`src/rtl/chip_if_pkg.sv`:
```
// Shared types and widths for the chip-side layer responder.
// Purely declarative: no timing or flow-control content.
package chip_if_pkg;

  localparam int LAYER_W   = 6;
  localparam int LAT_W_DEF = 16;

  typedef enum logic [1:0] {
    S_IDLE  = 2'd0,
    S_RUN   = 2'd1,
    S_STORE = 2'd2
  } state_t;

endpackage

```
`src/rtl/layer_lat_table.sv`:
```
// Per-layer latency table: synchronous write, asynchronous read.
// Zero read latency; writes land on the clock edge, so a same-edge read returns the old value.
module layer_lat_table #(
  parameter int DEPTH = 64,
  parameter int AW    = 6,
  parameter int DW    = 16
) (
  input  logic          chip_clk,
  input  logic          we,
  input  logic [AW-1:0] waddr,
  input  logic [DW-1:0] wdata,
  input  logic [AW-1:0] raddr,
  output logic [DW-1:0] rdata
);

  logic [DW-1:0] mem [DEPTH];

  always_ff @(posedge chip_clk) begin
    if (we) mem[waddr] <= wdata;
  end

  assign rdata = mem[raddr];

endmodule

```
`src/rtl/chip_layer_responder.sv`:
```
// Emulates chip layer/store execution for start_layer / start_store_byte4 request edges.
// done_layer pulses L cycles after the accepting edge; requests arriving while busy are dropped and flagged.
module chip_layer_responder
  import chip_if_pkg::*;
#(
  parameter int MAX_LAYERS   = 64,
  parameter int LAT_W        = LAT_W_DEF,
  parameter int STORE_CYCLES = 4
) (
  input  logic               chip_clk,
  input  logic               rstn,
  input  logic               start_layer,
  input  logic               start_store_byte4,
  input  logic [LAYER_W-1:0] n_layers,
  input  logic               cfg_we,
  input  logic [LAYER_W-1:0] cfg_addr,
  input  logic [LAT_W-1:0]   cfg_wdata,
  output logic               done_layer,
  output logic               busy,
  output logic [LAYER_W-1:0] layer_idx,
  output logic               err_overlap
);

  localparam logic [LAT_W-1:0] STORE_LOAD = LAT_W'(STORE_CYCLES - 1);

  state_t             state_q, state_d;
  logic [LAT_W-1:0]   cnt_q, cnt_d;
  logic               start_layer_q, store_q;
  logic               req_l, req_s;
  logic               done_d, err_d;
  logic [LAYER_W-1:0] idx_d;
  logic [LAYER_W-1:0] last_idx;
  logic [LAT_W-1:0]   lat_raw, lat_eff;

  layer_lat_table #(
    .DEPTH (MAX_LAYERS),
    .AW    (LAYER_W),
    .DW    (LAT_W)
  ) u_lat_table (
    .chip_clk (chip_clk),
    .we       (cfg_we),
    .waddr    (cfg_addr),
    .wdata    (cfg_wdata),
    .raddr    (layer_idx),
    .rdata    (lat_raw)
  );

  assign req_l    = start_layer & ~start_layer_q;
  assign req_s    = start_store_byte4 & ~store_q;
  // A zero entry still costs one cycle, so unprogrammed layers complete.
  assign lat_eff  = (lat_raw == '0) ? LAT_W'(1) : lat_raw;
  assign last_idx = (n_layers == '0) ? '0 : n_layers - LAYER_W'(1);
  assign busy     = (state_q != S_IDLE);

  always_comb begin
    state_d = state_q;
    cnt_d   = cnt_q;
    done_d  = 1'b0;
    idx_d   = layer_idx;
    err_d   = err_overlap;
    case (state_q)
      S_IDLE: begin
        if (req_l) begin
          state_d = S_RUN;
          cnt_d   = lat_eff - LAT_W'(1);
          if (req_s) err_d = 1'b1;
        end else if (req_s) begin
          state_d = S_STORE;
          cnt_d   = STORE_LOAD;
        end
      end
      S_RUN, S_STORE: begin
        if (req_l || req_s) err_d = 1'b1;
        if (cnt_q != '0) begin
          cnt_d = cnt_q - LAT_W'(1);
        end else begin
          done_d  = 1'b1;
          state_d = S_IDLE;
          if (state_q == S_RUN)
            idx_d = (layer_idx == last_idx) ? '0 : layer_idx + LAYER_W'(1);
          else
            idx_d = '0;
        end
      end
      default: state_d = S_IDLE;
    endcase
  end

  always_ff @(posedge chip_clk or negedge rstn) begin
    if (!rstn) begin
      state_q       <= S_IDLE;
      cnt_q         <= '0;
      start_layer_q <= 1'b0;
      store_q       <= 1'b0;
      done_layer    <= 1'b0;
      layer_idx     <= '0;
      err_overlap   <= 1'b0;
    end else begin
      state_q       <= state_d;
      cnt_q         <= cnt_d;
      start_layer_q <= start_layer;
      store_q       <= start_store_byte4;
      done_layer    <= done_d;
      layer_idx     <= idx_d;
      err_overlap   <= err_d;
    end
  end

endmodule
```
`config.mk`:
```
export PLATFORM = sky130hd
export DESIGN_NAME = chip_layer_responder
export DESIGN_NICKNAME = d
export VERILOG_FILES = /design/src/rtl/chip_if_pkg.sv /design/src/rtl/layer_lat_table.sv /design/src/rtl/chip_layer_responder.sv
export SDC_FILE = /design/constraint.sdc
export NUM_CORES = 1
export LEC_CHECK = 0
export CAP_MARGIN = 20
export CORE_AREA = 2 2 327 329
export CTS_CLUSTER_DIAMETER = 100
export DETAILED_ROUTE_END_ITERATION = 7
export DIE_AREA = 0 0 329 331
export SYNTH_ARGS = -nofsm -noshare
export SYNTH_HDL_FRONTEND = slang
export SYNTH_SLANG_ARGS = --single-unit
```
`constraint.sdc`:
```
create_clock -name chip_clk -period 7.2 [get_ports chip_clk]
set_clock_uncertainty 0.15 [all_clocks]
set_input_delay 1.44 -clock chip_clk [delete_from_list [all_inputs] [get_ports chip_clk]]
set_output_delay 1.44 -clock chip_clk [all_outputs]
set_load 0.02 [all_outputs]
```
==> run_results.csv, run 1 <==
group,metric,value,unit
run_status,status,"finished clean",
global_route,grt.total_usage,19.91,%
sta,setup_tns,0,ns
yosys,synth_ff_type,"edfxtp_1",
clock_tree,htreeDepth,3,
worst_setup_path,cp_slowest_stage_delay,1.11,ns
yosys,syn-instance-count,1991,
die,core,105000,sq um
clock_tree,tritoncts,"built",
power_and_ir_drop,pwr_density_cell,288.5,nW/um^2
worst_setup_path,critical_path.top_delay_family,"simple AND/OR/NAND/NOR gates",
worst_setup_path,crit_fanout,43,
worst_setup_path,crit_slowest_cell,"dfrtp_4",
worst_setup_path,end_kind,"flip-flop",
worst_setup_path,crit_top_cell,"a211oi_1",
placed_design,place_congestion,0.8676,
yosys,synth_seq_area_share,75.04,%
sta,max_freq,0.1653,GHz
global_route,grt_max_degree,65,
clock_tree,cts_buffer_depth,3,
yosys,synth_top_area_share,73.37,%
clock_tree,cts_hold_buf,0,
sta,setup_violations,0,
job,drv_cap,0,
yosys,synth_enable_flop_cells,1024,
clock_tree,cts-resized-gates,0,
detailed_routing,wire_per_inst,29.50,um
sta,fin_crit_sh,84.02,%
placed_design,portBuffers,41,
placed_design,post-place-cells,3433,
power_and_ir_drop,p_leak,15.29,nW
final_layout,layout_commonest_cell,"edfxtp_1",
yosys,avgSynthCellArea,21.05,sq um
worst_setup_path,path_buf_inv,1,
yosys,yosysTopAreaCell,"edfxtp_1",
final_layout,fin_cells,3633,
global_route,grt_pass1_vias,21054,
detailed_routing,routed_wl,107200,um
sta,rsz0062_at_grt,"false",
detailed_routing,drc_errors,0,
sta,min_period,6.050,ns
yosys,ys_warn_count,0,
sta,drv_slew,0,
yosys,yosys_register_bits,1052,
die,start_util,39.93,%
sta,hold_viol,0,
die,die_area,108900,sq um
die,std_cell_rows,119,
placed_design,dpl.hpwl,65350,um
worst_setup_path,startpoint_type,"flip-flop",
global_route,grt_pass1_wl,154700,um
clock_tree,clk_pin_slew,0.06,ns
final_layout,drive_gt1_share,25.44,%
final_layout,areaGrowthSynthToFinish,13.78,%
clock_tree,clock-root-buffer,"clkbuf_16",
final_layout,final_nets,2194,
final_layout,design_area,47690,sq um
worst_setup_path,critical_path.cell_chain,"buf_4 > mux4_2 > nor2b_1 > a211oi_1 > a211oi_1 > a22o_1 > or4b_1 > or3_4 > o21a_2 > ha_1 > nand2_1 > nor3_1 > nand3_1 > xor2_1 > o21ai_0",
detailed_routing,firstDrtPassIters,5,
placed_design,place_area,44270,sq um
yosys,synth_cell_types,75,
sta,timing.slew.headroom,27.49,%
yosys,synthTopCellsByArea,"edfxtp_1 (73%), mux4_2 (13%), dfrtp_1 (1.7%)",
clock_tree,post_cts_buffers,0,
yosys,synth_nets,2031,
min_path,hp-class,"flip-flop to flip-flop",
final_layout,final_cell_mix,"edfxtp_1 (1024), mux4_2 (246), clkbuf_16 (107), buf_4 (107), nor2_1 (86)",
detailed_routing,viasPerCell,5.778,
yosys,synth_area,41910,sq um
worst_setup_path,arrival,6.42,ns
detailed_routing,drt_iter0_markers,2740,
die,pin_count,42,
worst_setup_path,cp.required,7.58,ns
final_layout,fill_cells,8761,
sta,worstMarginPinSlew,1.088,ns
clock_tree,cts_sinks,1052,
global_route,antenna_found_initial,10,
detailed_routing,drtAntennaViolNets,0,
global_route,grt_overflow_total,0,
clock_tree,worstSkewPairLatency,0.70,ns
power_and_ir_drop,ir_drop,0.0001928,V
clock_tree,cts_buffers,107,
die,die-width,329,um
detailed_routing,num_vias,20991,
yosys,async_flop_share,2.662,%
worst_setup_path,worstSetupPathType,"flip-flop to flip-flop",
die,fp.dieH,331,um
## cell usage after synthesis, drive strengths merged, types with 14 or more instances
library cell,count
a21oi,19
a22oi,28
buf,75
clkbuf,30
dfrtp,28
edfxtp,1024
mux2i,61
mux4,266
nand2,50
nand2b,16
nand3,19
nor2,94
nor2b,19
nor3,27
o21ai,42
or3,14
## stage by stage
step           hold slack (ns)  total power, mW  utilization [%]  setup WS [ns]
2_1_floorplan           0.3132            8.028                -          2.715
3_3_place_gp            0.3373            8.517            42.09          1.159
3_5_place_dp            0.3664            8.547            42.17          1.175
4_1_cts                 0.3801            13.85            45.37          1.132
5_1_grt                 0.3906            14.21            45.43         0.8958
6_report                0.3689            13.76            45.43          1.150
## worst paths after layout
| path | start | end | slack (ns) | cells past startpoint |
|---|---|---|---|---|
| worst max-delay path | layer_idx[0]$_DFFE_PN0P_ | cnt_q[8]$_DFFE_PN0P_ | 1.15 | 15 |
| worst min-delay path | err_overlap$_DFFE_PN0P_ | err_overlap$_DFFE_PN0P_ | 0.37 | 1 |
| worst max register to register | layer_idx[0]$_DFFE_PN0P_ | cnt_q[8]$_DFFE_PN0P_ | 1.15 | 15 |
| worst min register to register | err_overlap$_DFFE_PN0P_ | err_overlap$_DFFE_PN0P_ | 0.37 | 1 |
| max in group asynchronous | rstn | layer_idx[0]$_DFFE_PN0P_ | 5.54 | 2 |
| min in group asynchronous | rstn | layer_idx[4]$_DFFE_PN0P_ | 1.02 | 2 |
## kinds of logic (layout without fill, tap and decap cells)
| family | after synthesis | after routing | share of synthesized area [%] |
|---|---|---|---|
| xor+xnor | 12 | 12 | 0.2508 |
| buf+inv | 118 | 368 | 1.848 |
| other cells | 0 | 1 | 0 |
| flops | 1052 | 1052 | 75.04 |
| simple gates | 287 | 287 | 3.487 |
| fa+ha+maj | 7 | 7 | 0.2090 |
| compound gates | 179 | 179 | 2.991 |
| mux | 336 | 336 | 16.17 |
## routing by layer
layer  vias to the layer above  part of all wire [%]  global-route usage [%]
li1                       8684                     -                       -
met1                     11211                    43                   28.96
met2                       918                    46                   30.62
met4                        10                   2.7                   6.154
met5                         -                 0.054                       0
met3                       168                   7.9                   3.745
## state kept, by name, indices dropped and copies added, names as in the netlist
signal	flops
u_lat_table.mem	1024
cnt_q	16
layer_idx	6
state_q	2
done_layer	1
err_overlap	1
start_layer_q	1
store_q	1
## report_power, final
group	leakage (nW)	internal, mW	total (mW)	switching [mW]
registers	9.56	6.80	6.93	0.125
logic	4.10	0.633	1.49	0.854
clock network	1.63	3.05	5.34	2.29
## layout make-up
class	instances	area [sq um]	share of cell area, %
Multi-Input combinational cell	821	9718	20.38
Inverter	13	48.80	0.1023
Tap cell	1391	1740	3.650
Timing Repair Buffer	159	1356	2.844
Clock buffer	140	2821	5.917
Clock inverter	56	536.8	1.126
Sequential cell	1052	31460	65.98
Antenna cell	1	2.502	0.005248
No activity file was read; power rests on OpenSTA's default activity.
==> run 2, diff against run 1 <==
==> constraint.sdc (replaced) <==
create_clock -name chip_clk -period 6.1 [get_ports chip_clk]
set_clock_uncertainty 0.15 [all_clocks]
set_input_delay 1.22 -clock chip_clk [delete_from_list [all_inputs] [get_ports chip_clk]]
set_output_delay 1.22 -clock chip_clk [all_outputs]
set_load 0.02 [all_outputs]
==> run 2 against run 1 <==
Effect of this change: clock power rose by 17%; non-clock buffer count rose by 18; sequential power rose by 18%; routed wire length rose by 0.84%; critical path type unchanged.
==> run_results.csv, run 2 (same netlist as run 1, synthesis figures left out) <==
group,metric,value,unit
sta,min_period,5.644,ns
clock_tree,cts_hold_buf,0,
worst_setup_path,crit_top_cell,"a211oi_1",
worst_setup_path,cp_slowest_stage_delay,0.77,ns
detailed_routing,wire_per_inst,29.59,um
worst_setup_path,rr_startpoint,"layer_idx[0]$_DFFE_PN0P_",
global_route,grt_pass1_vias,21121,
worst_setup_path,end_kind,"flip-flop",
run_status,status,"finished clean",
detailed_routing,top_layer,"met5",
clock_tree,clk_pin_slew,0.06,ns
clock_tree,cts_buffer_depth,3,
worst_setup_path,crit_slowest_cell,"dfrtp_4",
worst_setup_path,rrSetupSlack,0.46,ns
detailed_routing,met1_length,45790,um
die,std_cell_rows,119,
detailed_routing,routed_wl,108100,um
sta,setup_violations,0,
global_route,grt_overflow_total,0,
detailed_routing,drc_errors,0,
final_layout,layout_commonest_cell,"edfxtp_1",
worst_setup_path,critical_path.cell_chain,"buf_4 > mux4_2 > nor2b_1 > a211oi_1 > a211oi_1 > a31oi_1 > or4b_1 > or3_4 > o21a_2 > ha_1 > nand2_1 > or3_1 > nor3_2 > a311oi_1 > nand3b_1",
sta,rsz0062_at_grt,"false",
clock_tree,post_cts_buffers,0,
detailed_routing,dr_wl_met3,8768,um
clock_tree,tritoncts,"built",
worst_setup_path,startpoint,"layer_idx[0]$_DFFE_PN0P_",
detailed_routing,drt_iter0_markers,2710,
sta,worstMarginPinSlew,1.116,ns
final_layout,reg.largest.list,"u_lat_table.mem x1024, cnt_q x16, layer_idx x6",
power_and_ir_drop,total_power,16.28,mW
die,die_area,108900,sq um
power_and_ir_drop,ir_drop,0.0002222,V
die,pin_count,42,
sta,timing.slew.headroom,25.52,%
die,die-width,329,um
final_layout,largest-register,"u_lat_table.mem",
final_layout,final_nets,2211,
worst_setup_path,crit_path_end,"cnt_q[14]$_DFFE_PN0P_",
final_layout,design_area,47830,sq um
final_layout,largest_reg_flops,1024,
worst_setup_path,path_buf_inv,1,
sta,drv_slew,0,
final_layout,fill_cells,8694,
min_path,hp-class,"flip-flop to flip-flop",
global_route,antenna_found_initial,8,
worst_setup_path,cp.required,6.56,ns
detailed_routing,wl_met2,51080,um
global_route,grt_max_degree,65,
clock_tree,cts_buffers,106,
detailed_routing,num_vias,21063,
sta,hold_viol,0,
clock_tree,htreeDepth,3,
final_layout,drive_gt1_share,26.23,%
worst_setup_path,worstSetupPathType,"flip-flop to flip-flop",
clock_tree,cts-resized-gates,0,
placed_design,dpl.hpwl,66720,um
placed_design,place_congestion,0.8738,
placed_design,place_area,44430,sq um
sta,setup_tns,0,ns
detailed_routing,drtAntennaViolNets,0,
global_route,grt.total_usage,20.07,%
worst_setup_path,crit_fanout,19,
power_and_ir_drop,pwr_density_cell,340.4,nW/um^2
worst_setup_path,r2r_cells,15,
final_layout,final_cell_mix,"edfxtp_1 (1024), mux4_2 (246), buf_4 (122)",
clock_tree,clock-root-buffer,"clkbuf_16",
worst_setup_path,startpoint_type,"flip-flop",
final_layout,fin_util,45.57,%
worst_setup_path,r2r_end,"cnt_q[14]$_DFFE_PN0P_",
global_route,grt_pass1_wl,155700,um
job,drv_cap,0,
detailed_routing,viasPerCell,5.768,
sta,max_freq,0.1772,GHz
die,start_util,39.93,%
clock_tree,cts_sinks,1052,
placed_design,portBuffers,41,
detailed_routing,firstDrtPassIters,8,
die,fp.dieH,331,um
clock_tree,worstSkewPairLatency,0.69,ns
worst_setup_path,critical_path.top_delay_family,"simple AND/OR/NAND/NOR gates",
die,core,105000,sq um
worst_setup_path,arrival,6.10,ns
sta,fin_crit_sh,92.52,%
worst_setup_path,path_depth,15,
power_and_ir_drop,p_leak,15.38,nW
final_layout,areaGrowthSynthToFinish,14.12,%
run 2: how the worst min path moves through the flow:
| stage | cells past startpoint | endpoint | slack (ns) | start |
|---|---|---|---|---|
| 2_1_floorplan | 2 | cnt_q[1]$_DFFE_PN0P_ | 0.31 | cnt_q[1]$_DFFE_PN0P_ |
| 3_3_place_gp | 1 | err_overlap$_DFFE_PN0P_ | 0.34 | err_overlap$_DFFE_PN0P_ |
| 3_5_place_dp | 1 | err_overlap$_DFFE_PN0P_ | 0.33 | err_overlap$_DFFE_PN0P_ |
| 4_1_cts | 1 | err_overlap$_DFFE_PN0P_ | 0.34 | err_overlap$_DFFE_PN0P_ |
| 5_1_grt | 1 | err_overlap$_DFFE_PN0P_ | 0.37 | err_overlap$_DFFE_PN0P_ |
| 6_report | 1 | err_overlap$_DFFE_PN0P_ | 0.33 | err_overlap$_DFFE_PN0P_ |
run 2: metal layers:
metal  up-vias  track usage (%)
met1     11241            28.99
met3       149            3.536
li1       8736                -
met2       931            31.63
met4         6            5.410
met5         -                0
run 2: worst reg2reg max path: cells and delay by family (launching register included):
family / cells / cell delay (ns)
buffers and inverters: 1 / 0.40
multiplexers: 1 / 0.55
AO/OA/AOI/OAI: 5 / 1.68
flip-flops: 1 / 0.77
adder cells (fa/ha/maj): 1 / 0.22
AND/OR/NAND/NOR: 7 / 1.79
run 2: final cells by class:
cell class / count / area, sq um / share of cell area (%)
timing repair buffer: 177 / 1511 / 3.160
clock inverter: 63 / 498.0 / 1.041
clock buffer: 131 / 2840 / 5.938
antenna: 4 / 10.01 / 0.02093
inverter: 13 / 48.80 / 0.1020
multi-input combinational: 821 / 9718 / 20.32
sequential: 1052 / 31460 / 65.78
tap: 1391 / 1740 / 3.639
run 2: through the flow:
| stage | hold slack [ns] | instances | setup WS, ns |
|---|---|---|---|
| after floorplan | 0.3132 | 1991 | 1.615 |
| after global placement | 0.3353 | 3448 | 0.5897 |
| after detailed placement | 0.3299 | 3451 | 0.5987 |
| after CTS | 0.3430 | 3645 | 0.5815 |
| after global routing | 0.3705 | 3649 | 0.2593 |
| final | 0.3345 | 3652 | 0.4563 |
run 2: report_power, final:
group / total, mW / internal, mW / switching (mW)
Combinational: 1.86 / 0.779 / 1.08
Sequential: 8.16 / 8.03 / 0.126
Clock: 6.26 / 3.55 / 2.71
Total: 16.3 / 12.4 / 3.92
